==> config.mk <==
export PLATFORM = sky130hd
export DESIGN_NAME = otter_mdu_seq
export DESIGN_NICKNAME = d
export VERILOG_FILES = /design/src/rtl/otter_mdu_pkg.sv /design/src/rtl/otter_mdu_seq.sv
export SDC_FILE = /design/constraint.sdc
export NUM_CORES = 1
export LEC_CHECK = 0
export ABC_AREA = 1
export CAP_MARGIN = 15
export CELL_PAD_IN_SITES_DETAIL_PLACEMENT = 0
export CELL_PAD_IN_SITES_GLOBAL_PLACEMENT = 1
export CORE_UTILIZATION = 36
export DETAILED_ROUTE_END_ITERATION = 12
export PLACE_DENSITY_LB_ADDON = 0.1
export SLEW_MARGIN = 10
export SYNTH_ARGS = -nofsm -noshare
export SYNTH_HDL_FRONTEND = slang
export SYNTH_SLANG_ARGS = --single-unit
==> constraint.sdc <==
create_clock -name CLK -period 2.1 [get_ports CLK]
set_input_delay 0.42 -clock CLK [delete_from_list [all_inputs] [get_ports CLK]]
set_output_delay 0.42 -clock CLK [all_outputs]
set_load 0.01 [all_outputs]
==> src/rtl/otter_mdu_pkg.sv <==
// Shared types and constants for the OTTER iterative multiply/divide sequencer.
package otter_mdu_pkg;

  typedef enum logic [2:0] {
    IDLE,
    NEG_A,
    NEG_B,
    ITER,
    FIX,
    DONE
  } state_t;

  typedef enum logic [2:0] {
    OP_MUL    = 3'b000,
    OP_MULH   = 3'b001,
    OP_MULHSU = 3'b010,
    OP_MULHU  = 3'b011,
    OP_DIV    = 3'b100,
    OP_DIVU   = 3'b101,
    OP_REM    = 3'b110,
    OP_REMU   = 3'b111
  } mdu_op_t;

  localparam logic [3:0] ALU_ADD   = 4'b0000;
  localparam logic [3:0] ALU_SUB   = 4'b1000;
  localparam logic [3:0] ALU_PASS  = 4'b1001;
  localparam logic [4:0] ITER_LAST = 5'd31;

  // Operand A is treated as signed for MULH, MULHSU, DIV and REM.
  function automatic logic op_signed_a(input mdu_op_t op);
    return (op == OP_MULH) || (op == OP_MULHSU) || (op == OP_DIV) || (op == OP_REM);
  endfunction

  // Operand B is treated as signed for MULH, DIV and REM.
  function automatic logic op_signed_b(input mdu_op_t op);
    return (op == OP_MULH) || (op == OP_DIV) || (op == OP_REM);
  endfunction

endpackage

==> src/rtl/otter_mdu_seq.sv <==
// Iterative RV32M multiply/divide sequencer; every add, subtract and negate
// goes through the shared OTTER ALU over a fixed 36-cycle schedule.
module otter_mdu_seq
  import otter_mdu_pkg::*;
#(
  parameter int XLEN = 32
) (
  input  logic            CLK,
  input  logic            RST,
  input  logic            start,
  input  logic [2:0]      funct3,
  input  logic [XLEN-1:0] rs1,
  input  logic [XLEN-1:0] rs2,
  output logic [3:0]      alu_fun,
  output logic [XLEN-1:0] alu_a,
  output logic [XLEN-1:0] alu_b,
  input  logic [XLEN-1:0] alu_result,
  output logic            busy,
  output logic            done,
  output logic [XLEN-1:0] result
);

  if (XLEN != 32) begin : g_bad_xlen
    $error("otter_mdu_seq supports only XLEN=32");
  end

  state_t          state;
  mdu_op_t         op;
  logic [XLEN-1:0] orig_a;
  logic [XLEN-1:0] orig_b;
  logic            sign_a;
  logic            sign_b;
  logic [XLEN-1:0] a_abs;
  logic [XLEN-1:0] b_abs;
  logic [XLEN-1:0] hi;       // product high word / remainder
  logic [XLEN-1:0] lo;       // product low word / quotient
  logic [4:0]      cnt;

  logic            is_div;
  logic            is_rem;
  logic [XLEN-1:0] sh;
  logic            div_take;
  logic            mul_carry;
  logic            fix_neg;
  logic [XLEN-1:0] fix_word;

  // Per-step decisions: divide shift/compare, multiply carry, final sign fix.
  always_comb begin
    is_div    = op[2];
    is_rem    = op[2] & op[1];
    sh        = {hi[XLEN-2:0], lo[XLEN-1]};
    div_take  = hi[XLEN-1] | (sh >= b_abs);
    mul_carry = (alu_result < hi);
    if (is_div)
      fix_word = is_rem ? hi : lo;
    else
      fix_word = (op == OP_MUL) ? lo : hi;
    case (op)
      OP_MULH, OP_MULHSU, OP_DIV: fix_neg = sign_a ^ sign_b;
      OP_REM:                     fix_neg = sign_a;
      default:                    fix_neg = 1'b0;
    endcase
  end

  // ALU request for the current state; PASS 0 whenever the ALU is not ours.
  always_comb begin
    alu_fun = ALU_PASS;
    alu_a   = '0;
    alu_b   = '0;
    case (state)
      NEG_A: begin
        alu_fun = sign_a ? ALU_SUB : ALU_PASS;
        alu_a   = sign_a ? '0 : orig_a;
        alu_b   = sign_a ? orig_a : '0;
      end
      NEG_B: begin
        alu_fun = sign_b ? ALU_SUB : ALU_PASS;
        alu_a   = sign_b ? '0 : orig_b;
        alu_b   = sign_b ? orig_b : '0;
      end
      ITER: begin
        if (is_div) begin
          alu_fun = ALU_SUB;
          alu_a   = sh;
          alu_b   = b_abs;
        end else begin
          alu_fun = lo[0] ? ALU_ADD : ALU_PASS;
          alu_a   = hi;
          alu_b   = lo[0] ? a_abs : '0;
        end
      end
      FIX: begin
        if (fix_neg && is_div) begin
          alu_fun = ALU_SUB;
          alu_b   = fix_word;
        end else if (fix_neg) begin
          // High word of the 64-bit negation: ~hi plus the carry out of ~lo+1.
          alu_fun = ALU_ADD;
          alu_a   = ~hi;
          alu_b   = {{(XLEN-1){1'b0}}, (lo == '0)};
        end else begin
          alu_a   = fix_word;
        end
      end
      default: ;
    endcase
  end

  // Sequencer FSM with datapath registers and registered handshake outputs.
  always_ff @(posedge CLK) begin
    if (RST) begin
      state  <= IDLE;
      op     <= OP_MUL;
      orig_a <= '0;
      orig_b <= '0;
      sign_a <= 1'b0;
      sign_b <= 1'b0;
      a_abs  <= '0;
      b_abs  <= '0;
      hi     <= '0;
      lo     <= '0;
      cnt    <= '0;
      busy   <= 1'b0;
      done   <= 1'b0;
      result <= '0;
    end else begin
      done <= 1'b0;
      case (state)
        IDLE: begin
          if (start) begin
            op     <= mdu_op_t'(funct3);
            orig_a <= rs1;
            orig_b <= rs2;
            sign_a <= rs1[XLEN-1] & op_signed_a(mdu_op_t'(funct3));
            sign_b <= rs2[XLEN-1] & op_signed_b(mdu_op_t'(funct3));
            busy   <= 1'b1;
            state  <= NEG_A;
          end
        end
        NEG_A: begin
          a_abs <= alu_result;
          state <= NEG_B;
        end
        NEG_B: begin
          b_abs <= alu_result;
          hi    <= '0;
          lo    <= is_div ? a_abs : alu_result;
          cnt   <= '0;
          state <= ITER;
        end
        ITER: begin
          if (is_div) begin
            hi <= div_take ? alu_result : sh;
            lo <= {lo[XLEN-2:0], div_take};
          end else begin
            {hi, lo} <= {mul_carry, alu_result, lo[XLEN-1:1]};
          end
          cnt <= cnt + 5'd1;
          if (cnt == ITER_LAST) state <= FIX;
        end
        FIX: begin
          if (is_div && (b_abs == '0))
            result <= is_rem ? orig_a : '1;
          else
            result <= alu_result;
          busy  <= 1'b0;
          done  <= 1'b1;
          state <= DONE;
        end
        DONE:    state <= IDLE;
        default: state <= IDLE;
      endcase
    end
  end

endmodule
# After elaboration in Yosys (flattened, before gate mapping)
# Index checks and enable logic that the tools add are counted.
# totals
register_bits	239
# classes
addsub	1
magnitude_cmp	2
eq_ne	15
n_mux	39
bitwise	6
n_reduce_logical	17
# op_table
cell	count
2-to-1 mux 32 bit	19
one-hot mux 32 bit (4 select lines)	2
one-hot mux 32 bit (2 select lines)	2
logical NOT 32 bit	2
>= comparator 32 bit	1
< comparator 32 bit	1
inverter 32 bit	1
2-to-1 mux 4 bit	4
one-hot mux 4 bit (4 select lines)	1
equality test 3 bit (second input constant)	5
one-hot mux 3 bit (5 select lines)	1
equality test 3 x 2 -> 1 bit (second input constant)	4
one-hot mux 5 bit (2 select lines)	1
equality test 3 x 1 -> 1 bit (second input constant)	3
logical NOT 3 bit	2
2-to-1 mux 3 bit	2
AND reduction 2 bit	3
adder 5 x 1 -> 5 bit (second input constant)	1
equality test 5 bit (second input constant)	1
logical OR 1 bit	5
2-to-1 mux 1 bit	5
!= test 2 bit (second input constant)	2
one-hot mux 1 bit (2 select lines)	2
nonzero test 2 bit	2
other kinds (5)	8

# Logic depth before layout (Yosys ltp)
# Gate-level depths: netlist of the first run.
# depth
ltp_word	6
ltp_mapped	19
ltp_nobuf	18

# Worst setup path before layout of the first run
# OpenSTA, ideal clock, no wires.
# synth_path
path_kind	reg-to-reg
from	register b_abs[29]
to	register hi[12]
t_arrival_ps	1813
slack_ps	155
path_stages_with_launch	14
synth_period_minus_slack_ps	1945
cell_sequence	dfxtp_1 inv_1 ha_1 a21oi_1 nor2_1 nor2_1 nand2_1 a21oi_2 clkbuf_1 nand3_1 nand3_1 nand2_1 nand2_1 a21oi_1
# synth_via
elab_chain_cells	5
# synth_lines
item	line	text
start: declaration	otter_mdu_seq.sv:34	logic [XLEN-1:0] b_abs;
start signal: assignment	otter_mdu_seq.sv:145	b_abs <= alu_result;
>= comparator 32 bit	otter_mdu_seq.sv:52	div_take = hi[XLEN-1] | (sh >= b_abs);
OR 1 bit	otter_mdu_seq.sv:52	
2-to-1 mux 32 bit	otter_mdu_seq.sv:153	hi <= div_take ? alu_result : sh;
2-to-1 mux 32 bit	otter_mdu_seq.sv:152	if (is_div) begin
one-hot mux 32 bit (2 select lines)	otter_mdu_seq.sv:128	case (state)
end signal: assignment	otter_mdu_seq.sv:153	
end signal: assignment	otter_mdu_seq.sv:156	{hi, lo} <= {mul_carry, alu_result, lo[XLEN-1:1]};
end: declaration	otter_mdu_seq.sv:35	logic [XLEN-1:0] hi;
# Every way passes these cells.
# A chain may end at the register's enable or synchronous reset.

# Worst setup path in the final report of the first run
# layout_path
from	register op[0]
to	output port alu_b[7]
# layout_via
elab_chain_cells	6
# layout_lines
item	line	text
start: declaration	otter_mdu_seq.sv:28	mdu_op_t op;
start signal: assignment	otter_mdu_seq.sv:131	op <= mdu_op_t'(funct3);
equality test 3 x 1 -> 1 bit, or another cell as far along	otter_mdu_seq.sv:58	case (op)
OR reduction 3 bit	otter_mdu_seq.sv:58	
one-hot mux 1 bit (2 select lines)	otter_mdu_seq.sv:58	
logical AND 1 bit	otter_mdu_seq.sv:93	if (fix_neg && is_div) begin
2-to-1 mux 32 bit (*)	otter_mdu_seq.sv:93	
one-hot mux 32 bit (4 select lines) (*)	otter_mdu_seq.sv:70	case (state)
end: declaration	otter_mdu_seq.sv:16	output logic [XLEN-1:0] alu_b,
# Mark *: on every way between the ends. The rest lies on a longest branch, timed or not.

==> reports/metrics.yaml, run 1 <==
timing:
  finalHoldViolations: 0
  rsz0062_at_grt: "yes"
  finalSetupViolations: 131
  min_period_over_period_pct: 130
  slew_viol_final: 0
  whs_ns: 0.272
  fin_skew_ns: 0.0203
  fmaxAchievable_mhz: 367
  finalWorstPathRequiredPeriod_ns: 2.72
  slew_headroom_pct: 51.6
  worstMarginPinSlew_ns: 0.726
  setup_ws_ns: -0.624
synth:
  yosysTopAreaCell: "dfxtp_1"
  synth_edf_count: 0
  synth_top_family_by_area: "compound AO/OA/AOI/OAI gates"
  synthMuxAreaShare_pct: 0
  synth.top_cell.area_share_pct: 31.4
  ys_ff_latch: 239
  avgSynthCellArea_um2: 6.43
  async_flop_share_pct: 0
  synth_xor_area_share_pct: 0.0574
  synthSimpleGateAreaFrac_pct: 23.8
  synth-adder-area-share_pct: 5.33
  synth_compound_area_share_pct: 27.9
  syn-cell-area_um2: 15200
  synth_most_common_cell: "nand2_1"
  ys_warn_count: 0
  synth_cell_types: 44
  synthCells: 2370
  synth_commonest_cells: "nand2_1 (535), a21oi_1 (304), inv_1 (261), dfxtp_1 (239), o21ai_0 (231)"
  synthFlopType: "dfxtp_1"
  ys_seq_area_share_pct: 31.4
  yosys-top-cells-area: "dfxtp_1 (31%), nand2_1 (13%), a21oi_1 (10%), o21ai_0 (7.6%), inv_1 (6.4%)"
global_route:
  grt_pass1_vias: 17600
  grt_pass1_wl_um: 110000
  overflow: 0
  grt_antenna_before_repair: 0
  gr-usage-all-layers_pct: 33.2
  grt_max_degree: 87
floorplan:
  dieWidth_um: 208
  core_um2: 41900
  start_util_pct: 36.4
  dieArea_um2: 43200
  row_count: 75
  die_h_um: 208
  io_pins: 204
hold_path:
  hp-start: "RST"
  min_path_type: "primary input to flip-flop"
  whs_path_depth: 2
pwr:
  p_int_mw: 11.5
  total_power_mw: 18.7
  p_sw_mw: 7.17
  p_leak_nw: 11.0
  swShare_pct: 38.3
  ir_drop_uv: 517
  p_per_area_nw_per_um2: 775
  power.share.sequential_pct: 28.3
  clkPwrFrac_pct: 29.4
  comb_power_share_pct: 42.3
cts:
  cts_inserted_buffers: 30
  clock-sinks: 239
  clockBufferDepth: 3
  cts_hold_buf: 0
  clkLatencyLatePin_ns: 0.58
  cts_max_level: 1
  clk_pin_slew_worst_paths_ns: 0.07
  cts_tree: "built"
  cts_root_buffer: "clkbuf_16"
placement:
  place_congestion: 0.928
  dpl.cell_count: 3305
  pre_cts_slack_ns: -0.572
  hpwl_um: 53500
  io_buffer_count: 201
critical_path:
  crit_fanout: 5
  worst-setup-path-type: "flip-flop to primary output"
  crit_path_start_kind: "flip-flop"
  crit_arrival_ns: 2.30
  crit_path_max_incr_delay_ns: 0.37
  crit_path_top_delay_cell: "dfxtp_4"
  crit_start: "op[0]$_SDFFE_PP0P_"
  required_ns: 1.68
  cpMostUsedCell: "nor2_4"
  end_kind: "primary output"
  worstReg2RegStart: "lo[31]$_SDFFE_PP0P_"
  reg2regPathDepth: 18
  reg2reg_setup_slack_ns: -0.33
  crit_chain: "nor2_4 > inv_2 > buf_6 > nand2_2 > nand3_2 > nand2_4 > inv_4 > nor2_4 > buf_8 > buf_16 > nand2_1 > nand3_1 > buf_2"
detailed_routing:
  num_vias: 19000
  drc: 0
  drt_wl_total_um: 76300
  antenna_left: 0
  viasPerCell: 5.54
  first_iter_violations: 1888
  drt-wirelength-per-cell_um: 22.2
  drtPass1Iterations: 5
finish:
  final_core_util_pct: 57.7
  layout-drive-gt1-share_pct: 31.6
  syn2layout_area_growth_pct: 58.4
  layout.nets: 3033
  finalNonFillerCells: 3429
  diodes: 0
flow_run:
  drv_cap: 0
status:
  status: "complete, but fails checks"
  violations: "negative setup slack"
## per-layer routing
| layer | wire [um] | vias up | global-route usage (%) | share of wire, % |
|---|---|---|---|---|
| li1 | - | 9022 | - | - |
| met1 | 36900 | 9107 | 51.8 | 48 |
| met5 | 0 | - | 0 | 0 |
| met2 | 31000 | 773 | 45.8 | 41 |
| met3 | 6840 | 89 | 7.14 | 9.0 |
| met4 | 1450 | 0 | 6.26 | 1.9 |
## worst paths after layout
check / endpoint
max: alu_b[7]
min: orig_a[15]$_SDFFE_PP0P_
max reg2reg: hi[30]$_SDFFE_PP0P_
min reg2reg: cnt[4]$_SDFFE_PP0P_
## state kept, by name, summed over array words and instances (netlist names)
signal,cells
a_abs,32
orig_a,32
cnt,5
result,32
state,3
hi,32
busy,1
done,1
b_abs,32
sign_b,1
lo,32
orig_b,32
op,3
sign_a,1
## worst max-delay path, delay by kind of cell, from the launching register on
family | cells | cell delay [ns]
simple gates | 7 | 0.67
buf+inv | 6 | 0.69
flops | 1 | 0.37
## logic make-up after synthesis
| logic type | after synthesis |
|---|---|
| buffers and inverters | 443 |
| other | 1 |
| AND/OR/NAND/NOR | 870 |
| XOR/XNOR | 1 |
| adder cells (fa/ha/maj) | 65 |
| AO/OA/AOI/OAI | 751 |
| flip-flops | 239 |
## stage by stage
stage	setup TNS, ns	cell area [um^2]
2_1_floorplan	0	15200
3_3_place_gp	-33.08	20300
3_5_place_dp	-34.43	20300
4_1_cts	-39.59	22800
5_1_grt	-60.63	24100
6_report	-50.70	24100
## final cells by class
class / instances / area, um^2
timing repair buffer: 637 / 6150
multi-input combinational: 1689 / 10400
fill: 4019 / 17700
tap: 539 / 674
clock buffer: 44 / 935
inverter: 269 / 1040
clock inverter: 12 / 120
sequential: 239 / 4820
## cell usage in the layout (no fill, tap or decap), types with 54 or more instances in the layout
| master | instances |
|---|---|
| nand2_1 | 440 |
| buf_4 | 345 |
| a21oi_1 | 275 |
| inv_1 | 248 |
| dfxtp_1 | 221 |
| o21ai_0 | 147 |
| clkdlybuf4s50_1 | 134 |
| nor2_1 | 98 |
| nand3_1 | 96 |
| ha_1 | 64 |
| buf_6 | 62 |
| o211ai_1 | 58 |
| o21ai_1 | 57 |
| nand3_2 | 56 |
| a22oi_1 | 54 |
## power groups by stage
stage	registers, mW	logic [mW]	clock network [mW]
floorplan	5.29	3.07	0
global placement	5.33	5.98	0
detailed placement	5.34	6.00	0
CTS	5.27	6.81	5.54
global route	5.35	8.40	5.73
finish	5.30	7.91	5.50
## timing repair
action / in CTS / in global routing
gates cloned: 11 / 9
gates resized for setup: 568 / 317
setup buffers: 39 / 13
setup endpoints to repair: 131 / 131
pin swaps: 47 / 82
Note: power is estimated with default switching activity, not from simulation.
==> run 2: changes to the inputs <==
--- a/config.mk
+++ b/config.mk
@@ -11,6 +11,7 @@
 export CELL_PAD_IN_SITES_GLOBAL_PLACEMENT = 1
 export CORE_UTILIZATION = 36
 export DETAILED_ROUTE_END_ITERATION = 12
+export GPL_TIMING_DRIVEN = 0
 export PLACE_DENSITY_LB_ADDON = 0.1
 export SLEW_MARGIN = 10
 export SYNTH_ARGS = -nofsm -noshare
==> constraint.sdc (replaced) <==
create_clock -name CLK -period 2.1 [get_ports CLK]
set_input_delay 0.42 -clock CLK [delete_from_list [all_inputs] [get_ports CLK]]
set_output_delay 0.42 -clock CLK [all_outputs]
set_load 0.005 [all_outputs]
==> run 2 against run 1 <==
The run still ends with negative setup slack left. Clock power is 11% lower. Fmax down 3.5%. Design area is 6.3% lower. Critical path depth decreased by 5. Power is 1.9% lower. Clock skew grew 0.015 ns. Register-to-register slack got worse by 0.07 ns. Worst hold slack better by 0.13 ns. Critical endpoint is now alu_a[26]. Highest routed layer unchanged.
==> reports/metrics.yaml, run 2 (synthesis results as in run 1) <==
critical_path:
  crit_fanout: 4  # -1
  crit_path_start_kind: "flip-flop"
  required_ns: 1.68  # about the same
  crit_arrival_ns: 2.40  # +0.10 ns
  worst-setup-path-type: "flip-flop to primary output"
  reg2regPathDepth: 20  # +2
  end_kind: "primary output"
  reg2reg_setup_slack_ns: -0.40  # -0.07 ns
finish:
  final_cell_mix: "nand2_1 (433), a21oi_1 (264), inv_1 (228)"
  layout-drive-gt1-share_pct: 29.2  # -2.4 points
  syn2layout_area_growth_pct: 48.4
  final_common_cell: "nand2_1"
  finish.instance_area_um2: 22600  # -6.3%
  nFillCells: 4190  # +4.3%
  layout.nets: 2868  # -5.4%
  diodes: 0  # unchanged
detailed_routing:
  antenna_left: 0  # unchanged
  drc: 0  # unchanged
  drt_wl_total_um: 83100  # +8.9%
  drt-wirelength-per-cell_um: 25.5  # +15%
  drtPass1Iterations: 5  # unchanged
  wl_met2_um: 36000  # +16%
  routedLengthMet1_um: 36000  # -2.6%
  num_vias: 18900  # -0.49%
  viasPerCell: 5.80  # +4.7%
  routed.top_layer: "met4"
  wl_met3_um: 7910  # +16%
  first_iter_violations: 1779  # -5.8%
global_route:
  gr-usage-all-layers_pct: 36.9  # +3.8 points
  overflow: 0  # unchanged
  grt_pass1_wl_um: 119000  # +8.7%
  grt_max_degree: 16  # -82%
  grt_pass1_vias: 18300  # +3.5%
  grt_antenna_before_repair: 1  # +1
flow_run:
  drv_cap: 0  # unchanged
timing:
  fmaxAchievable_mhz: 354  # -3.5%
  finalHoldViolations: 0  # unchanged
  finalWorstPathRequiredPeriod_ns: 2.82  # +0.0998 ns
  slew_viol_final: 0  # unchanged
  fin_skew_ns: 0.0357  # +0.0154 ns
  slew_headroom_pct: 38.1  # -13 points
  setup_ws_ns: -0.724  # -0.0998 ns
  rsz0062_at_grt: "yes"
  finalSetupViolations: 100  # -24%
  min_period_over_period_pct: 134  # +4.8 points
  worstMarginPinSlew_ns: 0.928  # +0.202 ns
  whs_ns: 0.407  # +0.135 ns
floorplan:
  io_pins: 204  # unchanged
  row_count: 75  # unchanged
  core_um2: 41900  # unchanged
  die_h_um: 208  # unchanged
  dieWidth_um: 208  # unchanged
  start_util_pct: 36.4  # unchanged
  dieArea_um2: 43200  # unchanged
cts:
  cts_tree: "built"
  cts_hold_buf: 0  # unchanged
  cts_inserted_buffers: 28  # -6.7%
  clkLatencyLatePin_ns: 0.60  # +0.02 ns
  clk_pin_slew_worst_paths_ns: 0.06  # about the same
  clockBufferDepth: 3  # unchanged
  cts_root_buffer: "clkbuf_16"
  cts_max_level: 1  # unchanged
  clock-sinks: 239  # unchanged
placement:
  place_congestion: 0.985  # +6.1%
  hpwl_um: 62700  # +17%
  post_dp_cell_area_um2: 17900  # -12%
  io_buffer_count: 200  # -0.50%
status:
  status: "complete, but fails checks"
  violations: "negative setup slack"
hold_path:
  min_path_type: "primary input to flip-flop"
  whs_path_depth: 3  # +1
pwr:
  p_leak_nw: 9.79  # -11%
  p_per_area_nw_per_um2: 811  # +4.6%
  ir_drop_uv: 591  # +14%
## run 2: stage by stage
stage | cells | setup WS (ns) | setup TNS (ns) | utilization, % | total power, mW
final | 3260 | -0.724 | -50.33 | 54.1 | 18.3
after global routing | 3260 | -0.738 | -54.28 | 54.1 | 19.0
after CTS | 3239 | -0.659 | -42.15 | 51.0 | 17.3
after detailed placement | 3110 | -1.37 | -126.83 | 42.8 | 10.5
after global placement | 3110 | -1.42 | -120.68 | 42.8 | 10.5
after floorplan | 2371 | 0.155 | 0 | - | 8.32
## run 2: final cells by class
cell class	count	area, um^2	area share (%)
clock buffer	42	803	3.55
buffer	169	1300	5.73
clock inverter	8	83.8	0.370
timing repair buffer	304	2860	12.6
sequential	239	4900	21.7
multi-input combinational	1690	10900	48.4
tap	539	674	2.98
inverter	269	1060	4.68
## run 2: power by group
part,internal (mW),leakage [nW],switching (mW)
Clock,2.76,0.425,2.17
Combinational,3.09,7.39,4.85
Sequential,4.96,1.98,0.519
Total,10.8,9.79,7.54
## run 2: metal layers
| layer | GRT usage [%] | vias to the layer above |
|---|---|---|
| met5 | 0 | - |
| met4 | 11.1 | 0 |
| met3 | 6.61 | 189 |
| met2 | 57.9 | 927 |
| met1 | 51.4 | 9100 |
| li1 | - | 8682 |
## run 2: path summary, 6_finish.rpt
path                                   to             startpoint
setup / recovery                alu_a[26]  state[1]$_SDFFE_PP0P_
hold / removal    orig_b[18]$_SDFFE_PP0P_                rs2[18]
setup reg to reg      hi[30]$_SDFFE_PP0P_    lo[31]$_SDFFE_PP0P_
hold reg to reg       cnt[4]$_SDFFE_PP0P_    cnt[4]$_SDFFE_PP0P_
## run 2: timing repair
item	in CTS	in global routing
pin swaps	117	131
buffers inserted	69	27
endpoints found under the setup margin	163	150
cloned	12	2
gates resized for setup	828	345
## run 2: critical path, cell delays in order (launching register included)
cell        delay (ns)
dfxtp_4           0.35
buf_6             0.12
nor3_4            0.23
inv_2             0.14
nor2_4            0.16
buf_6             0.12
clkinvlp_4        0.20
o221ai_2          0.29
buf_2             0.18
